===== src/rtl/pc_unit_ras_if.sv =====
// pc_unit_ras_if: control inputs and PC/RAS status outputs of the fetch-PC unit
interface pc_unit_ras_if #(parameter int ADDR_W = 30, parameter int RAS_DEPTH = 4);
  logic stall, exc, br_taken, jmp, jr, is_call, is_ret;
  logic [15:0] br_off;
  logic [25:0] jmp_imm;
  logic [31:0] jr_target;
  logic [ADDR_W-1:0] pc, npc;
  logic ras_hit, ras_mispred;
  logic [$clog2(RAS_DEPTH):0] ras_count;
  modport master (
    output stall, exc, br_taken, br_off, jmp, jmp_imm, jr, jr_target, is_call, is_ret,
    input pc, npc, ras_hit, ras_mispred, ras_count
  );
  modport slave (
    input stall, exc, br_taken, br_off, jmp, jmp_imm, jr, jr_target, is_call, is_ret,
    output pc, npc, ras_hit, ras_mispred, ras_count
  );
endinterface


===== src/rtl/pc_unit_ras.sv =====
// pc_unit_ras: registered fetch PC with next-PC selection and a circular return-address stack
module pc_unit_ras #(
  parameter int ADDR_W = 30,
  parameter int RAS_DEPTH = 4,
  parameter bit RAS_EN = 1'b1,
  parameter logic [ADDR_W-1:0] RESET_PC = 'h0000_0C00,
  parameter logic [ADDR_W-1:0] EXC_PC = 'h0000_1060
) (
  input logic clk,
  input logic rst,
  pc_unit_ras_if.slave bus
);
  localparam int PW = $clog2(RAS_DEPTH);
  localparam int CW = PW + 1;
  localparam logic [ADDR_W-1:0] HI_MASK = ~ADDR_W'(27'h3FF_FFFF);
  logic [ADDR_W-1:0] pcReg, npc, pcInc, brTgt, jmpTgt, jrWord, rasTop;
  logic [ADDR_W-1:0] rasMem [RAS_DEPTH];
  logic [PW-1:0] wrPtr, topIdx;
  logic [CW-1:0] rasCnt;
  logic hit, upd, push;
  logic unusedBits;
  assign unusedBits = ^bus.jr_target[1:0];
  assign topIdx = wrPtr - 1'b1;
  assign rasTop = rasMem[topIdx];
  assign pcInc = pcReg + 1'b1;
  assign brTgt = pcReg + {{(ADDR_W-16){bus.br_off[15]}}, bus.br_off};
  assign jmpTgt = (pcReg & HI_MASK) | ADDR_W'(bus.jmp_imm);
  assign jrWord = bus.jr_target[ADDR_W+1:2];
  // A pop is exactly a return that consumed the RAS top.
  assign hit = RAS_EN && !rst && !bus.exc && bus.jr && bus.is_ret && rasCnt != '0;
  assign upd = !rst && !bus.exc && (!bus.stall || bus.jr || bus.jmp || bus.br_taken);
  assign push = RAS_EN && upd && bus.is_call && (bus.jmp || bus.jr);
  always_comb begin
    npc = bus.exc ? EXC_PC :
          bus.jr ? (hit ? rasTop : jrWord) :
          bus.jmp ? jmpTgt :
          bus.br_taken ? brTgt :
          bus.stall ? pcReg : pcInc;
  end
  always_ff @(posedge clk) begin
    if (rst) begin
      pcReg <= RESET_PC;
      wrPtr <= '0;
      rasCnt <= '0;
    end else begin
      pcReg <= npc;
      if (hit && !push) begin
        wrPtr <= topIdx;
        rasCnt <= rasCnt - 1'b1;
      end else if (push && !hit) begin
        wrPtr <= wrPtr + 1'b1;
        if (rasCnt != CW'(RAS_DEPTH)) rasCnt <= rasCnt + 1'b1;
      end
    end
  end
  // When full, wrPtr already points at the oldest entry, so a push overwrites it.
  always_ff @(posedge clk) begin
    if (push) rasMem[hit ? topIdx : wrPtr] <= pcInc;
  end
  assign bus.pc = pcReg;
  assign bus.npc = npc;
  assign bus.ras_hit = hit;
  assign bus.ras_mispred = hit && rasTop != jrWord;
  assign bus.ras_count = rasCnt;
endmodule


===== src/flat_wrapper.sv =====
// flat-port wrapper written by rule: the top's interface ports become plain ports
module pc_unit_ras_flat 
#(
  parameter int ADDR_W = 30,
  parameter int RAS_DEPTH = 4,
  parameter bit RAS_EN = 1'b1,
  parameter logic [ADDR_W-1:0] RESET_PC = 'h0000_0C00,
  parameter logic [ADDR_W-1:0] EXC_PC = 'h0000_1060
)
  (clk, rst, bus_stall, bus_exc, bus_br_taken, bus_br_off, bus_jmp, bus_jmp_imm, bus_jr, bus_jr_target, bus_is_call, bus_is_ret, bus_pc, bus_npc, bus_ras_hit, bus_ras_mispred, bus_ras_count);
  pc_unit_ras_if #(.ADDR_W(ADDR_W), .RAS_DEPTH(RAS_DEPTH)) bus_i ();
  input logic clk;
  input logic rst;
  input wire logic [$bits(bus_i.stall)-1:0] bus_stall;
  input wire logic [$bits(bus_i.exc)-1:0] bus_exc;
  input wire logic [$bits(bus_i.br_taken)-1:0] bus_br_taken;
  input wire logic [$bits(bus_i.br_off)-1:0] bus_br_off;
  input wire logic [$bits(bus_i.jmp)-1:0] bus_jmp;
  input wire logic [$bits(bus_i.jmp_imm)-1:0] bus_jmp_imm;
  input wire logic [$bits(bus_i.jr)-1:0] bus_jr;
  input wire logic [$bits(bus_i.jr_target)-1:0] bus_jr_target;
  input wire logic [$bits(bus_i.is_call)-1:0] bus_is_call;
  input wire logic [$bits(bus_i.is_ret)-1:0] bus_is_ret;
  output wire logic [$bits(bus_i.pc)-1:0] bus_pc;
  output wire logic [$bits(bus_i.npc)-1:0] bus_npc;
  output wire logic [$bits(bus_i.ras_hit)-1:0] bus_ras_hit;
  output wire logic [$bits(bus_i.ras_mispred)-1:0] bus_ras_mispred;
  output wire logic [$bits(bus_i.ras_count)-1:0] bus_ras_count;
  assign bus_i.stall = bus_stall;
  assign bus_i.exc = bus_exc;
  assign bus_i.br_taken = bus_br_taken;
  assign bus_i.br_off = bus_br_off;
  assign bus_i.jmp = bus_jmp;
  assign bus_i.jmp_imm = bus_jmp_imm;
  assign bus_i.jr = bus_jr;
  assign bus_i.jr_target = bus_jr_target;
  assign bus_i.is_call = bus_is_call;
  assign bus_i.is_ret = bus_is_ret;
  assign bus_pc = bus_i.pc;
  assign bus_npc = bus_i.npc;
  assign bus_ras_hit = bus_i.ras_hit;
  assign bus_ras_mispred = bus_i.ras_mispred;
  assign bus_ras_count = bus_i.ras_count;
  pc_unit_ras #(.ADDR_W(ADDR_W), .RAS_DEPTH(RAS_DEPTH), .RAS_EN(RAS_EN), .RESET_PC(RESET_PC), .EXC_PC(EXC_PC)) u_core (.clk(clk), .rst(rst), .bus(bus_i));
endmodule

===== config.mk =====
export PLATFORM = sky130hd
export DESIGN_NAME = pc_unit_ras_flat
export DESIGN_NICKNAME = d
export VERILOG_FILES = /design/src/rtl/pc_unit_ras_if.sv /design/src/rtl/pc_unit_ras.sv /design/src/flat_wrapper.sv
export SDC_FILE = /design/constraint.sdc
export NUM_CORES = 1
export LEC_CHECK = 0
export BUFFER_PORTS_ARGS = -buffer_cell sky130_fd_sc_hd__buf_2
export CAP_MARGIN = 10
export CORE_ASPECT_RATIO = 0.75
export CORE_MARGIN = 4
export CORE_UTILIZATION = 50
export DETAILED_ROUTE_END_ITERATION = 8
export PLACE_DENSITY = 0.83
export SYNTH_ARGS = -nofsm -noshare
export SYNTH_HDL_FRONTEND = slang
export SYNTH_SLANG_ARGS = --single-unit

===== constraint.sdc =====
create_clock -name clk -period 6.6 [get_ports clk]
set_input_delay 0.99 -clock clk [delete_from_list [all_inputs] [get_ports clk]]
set_output_delay 0.99 -clock clk [all_outputs]
set_load 0.005 [all_outputs]

==> results.md <==
* Worst-path clk slew at 70 ps
* Vias in the first global route at 7885
* Crit path buf inv count at 3
* WP data arrival at 4020 ps
* Path depth of the worst reg2reg path at 11
* Post-synth ARST share at 0%
* Drt drc at 0
* Setup repair bufs after CTS at 0
* RSZ-0062 raised after global routing: false
* Post-synthesis sequential area ratio at 44.0%
* Final worst-path cycle share at 75.9%
* Leakage at 0.00439 uW
* WHS at 529 ps
* Cells after Synth at 938
* N_diodes at 0
* Startpoint Class: input port
* Post-Synth Adder-Cell Area at 4.38%
* Number of port buffers at 145
* Nets@finish at 1184
* Reg2reg end: u_core.bus.pc[18]$_SDFF_PP0_
* Worst skew pair latency at 440 ps
* Clock tree buffer depth at 2
* Synth Flop Type: edfxtp_1
* Wire per inst at 22.9 um
* Vias per cell at 6.42
* Yosys Warn Count at 0
* TritonCTS clock tree: built
* Simple-gate share of the synthesized area at 16.3%
* Commonest non-fill, non-tap cell in the layout: buf_2
* GPL Wtd Cong at 0.935
* Post-synth EDFFs at 120
* Die X-Extent at 170 um
* Num CTS Buffers at 17
* All-layer global routing usage at 27.2%
* Fmax at 200 MHz
* Final setup fails at 0
* Number of distinct library cells after synthesis at 72
* R2R Setup Slk at 3120 ps
* Area Overhead vs Synth at 15.9%
* Crit path max fanout at 26
* Post-CTS sizing at 0
* Worst path cell trace: buf_2 -> nor2_1 -> nand4_1 -> inv_1 -> mux2i_1 -> a221oi_1 -> o21ai_0 -> nor2_1 -> buf_2
* First-pass GRT wire length at 45300 um
* Outcome: completed
* Die Span Y at 129 um
* Rel. slew slack at 24.3%
* Remaining antenna violation count at 0
* Hold_sp: u_core.bus.ras_count[2]$_SDFFE_PP0P_
* CP peak stage delay at 860 ps
* Hold depth at 2
* Post-Syn Area at 0.00978 mm^2
* Slew @ Worst Pin at 1130 ps
* Placeable core region at 0.0193 mm^2
* Post-synthesis mux area share at 9.35%
* Largest net degree at the start of global routing at 44
* Clk root buf: clkbuf_16
* Clock skew at 15.0 ps
* Tmin final at 5010 ps
* Final WL at 30600 um
* DR vias at 8565
* Post-CTS Hold Fix Bufs at 0
* Hold Crit Class: reg2reg
* # Max-Cap Violations at 0
* Main combinational cell family by area after synthesis: simple AND/OR/NAND/NOR gates
* Hold Vio Cnt, Final at 0
* PD cells at 223 mW/mm^2
* Site Rows at 44
* FF+latch count, synth at 155
* CP endpoint kind: primary output
* H-tree depth at 4
* Max IR drop VDD at 0.148 mV
* Critical Path RT at 5610 ps
* Worst Path Class, Setup: in2out
* Crit. path cell count at 9
* Mean area per synthesized cell at 10.4 um^2
* Worst path top cell family by delay: buffers and inverters
* Compound-Gate Fraction of Synth Area at 14.0%
* Initial detailed-routing violation count at 1129
* CTS Sinks at 155
* Share of layout cells above drive strength 1 at 22.8%
* Syn_nets at 1054
* Initial antenna violation count at 0
* Drt pass-1 iters at 6
* Most frequent cells in the layout: buf_2 (145), edfxtp_1 (120), nand2_1 (113), nor2_1 (81), xnor2_1 (60)
* RR Startpoint: u_core.bus.pc[0]$_SDFF_PP0_
* Grt total ovfl at 0
* Xor/xnor cell area share of the yosys netlist at 9.31%
* Post-DP HPWL at 22600 um
* Hold endpoint: u_core.bus.ras_count[2]$_SDFFE_PP0P_
* Ports at 148
* Setup TNS at 0 ps
* Starting Density at 50.8%
* Die area at 0.0219 mm^2
* Pins Over Slew Limit at 0
* Slowest CP cell: inv_1
==> cell type report <==
type | instances | area (um^2)
clock buffer | 17 | 425
multi-input combinational | 720 | 5240
tap | 253 | 317
timing repair buffer | 156 | 808
fill | 1597 | 7940
inverter | 18 | 67.6
clock inverter | 15 | 170
sequential | 155 | 4310
==> logic make-up after synthesis <==
group / after synthesis
AND/OR/NAND/NOR: 331
adder cells (fa/ha/maj): 33
XOR/XNOR: 104
flip-flops: 155
multiplexers: 53
buffers and inverters: 63
AO/OA/AOI/OAI: 199
==> cells in the mapped netlist (3+ instances only) <==
| master | count | share of area, % |
|---|---|---|
| edfxtp_1 | 120 | 37 |
| nand2_1 | 113 | 4.3 |
| nor2_1 | 83 | 3.2 |
| xnor2_1 | 60 | 5.4 |
| a21oi_1 | 52 | 2.7 |
| xor2_1 | 44 | 3.9 |
| dfxtp_1 | 35 | 7.2 |
| o21ai_0 | 33 | 1.7 |
| ha_1 | 31 | 4.0 |
| mux4_2 | 30 | 6.9 |
| clkbuf_1 | 28 | 1.1 |
| nand3_1 | 28 | 1.4 |
| nor3_1 | 24 | 1.2 |
| a21o_1 | 20 | 1.5 |
| mux2i_1 | 19 | 1.9 |
| nand4_1 | 19 | 1.2 |
| a211oi_1 | 17 | 1.3 |
| inv_1 | 17 | 0.65 |
| and2_1 | 14 | 0.90 |
| a31oi_1 | 11 | 0.70 |
| o221ai_1 | 9 | 0.81 |
| buf_2 | 8 | 0.41 |
| or3_1 | 8 | 0.51 |
| and3_1 | 7 | 0.45 |
| buf_1 | 7 | 0.27 |
| nor4_1 | 7 | 0.45 |
| and4_1 | 6 | 0.54 |
| nor2b_1 | 6 | 0.38 |
| o211ai_1 | 6 | 0.46 |
| o21a_1 | 6 | 0.46 |
| a211o_1 | 5 | 0.45 |
| a221oi_1 | 5 | 0.45 |
| nand2b_1 | 4 | 0.26 |
| a22oi_1 | 3 | 0.23 |
| a311oi_1 | 3 | 0.27 |
| a41oi_1 | 3 | 0.27 |
| mux2_2 | 3 | 0.35 |
==> worst register-to-register path: stages (launching register included) <==
cell,delay (ps)
dfxtp_1,470
ha_1,250
inv_1,70
fa_1,390
nand2b_1,190
a21oi_2,220
o21ai_0,170
o311a_1,440
o211ai_1,380
mux2_2,390
a31oi_1,300
nor2_1,70
==> layer usage <==
metal	global-route usage [%]	share of wire (%)	up-vias	routed length [um]
li1	-	-	3791	-
met1	38.7	41	4101	12400
met2	42.0	45	594	13800
met3	6.10	11	79	3460
met4	8.71	2.9	0	885
met5	0	0	-	0
==> registers in the layout, indices dropped and copies added, names as in the netlist <==
name / flops
u_core.rasMem: 120
u_core.bus.pc: 30
u_core.bus.ras_count: 3
u_core.wrPtr: 2
==> power by group <==
| part | switching, uW | leakage (uW) | internal (uW) |
|---|---|---|---|
| Clock | 452 | 0.000294 | 541 |
| Combinational | 255 | 0.00274 | 169 |
| Sequential | 36.5 | 0.00136 | 1070 |
==> how the worst max path moves through the flow <==
stage / from / end / slack, ps
floorplan: bus_jr / u_core.rasMem[2][0]$_DFFE_PP_ / 1200
global placement: bus_br_off[0] / bus_npc[18] / 1690
detailed placement: bus_br_off[0] / bus_npc[18] / 1650
CTS: bus_br_off[0] / bus_npc[18] / 1640
global route: bus_br_off[0] / bus_npc[18] / 1440
finish: rst / bus_npc[19] / 1590
==> metrics by stage <==
step / cell area (um^2) / setup slack [ps] / cells / total power (uW) / util [%]
5_1_grt: 11300 / 1440 / 1334 / 2610 / 58.8
2_1_floorplan: 9780 / 1200 / 938 / 1390 / -
6_report: 11300 / 1590 / 1334 / 2530 / 58.8
3_3_place_gp: 10700 / 1690 / 1302 / 1530 / 55.7
4_1_cts: 11300 / 1640 / 1334 / 2520 / 58.8
3_5_place_dp: 10700 / 1650 / 1302 / 1540 / 55.7
(Power assumes the default switching activity.)
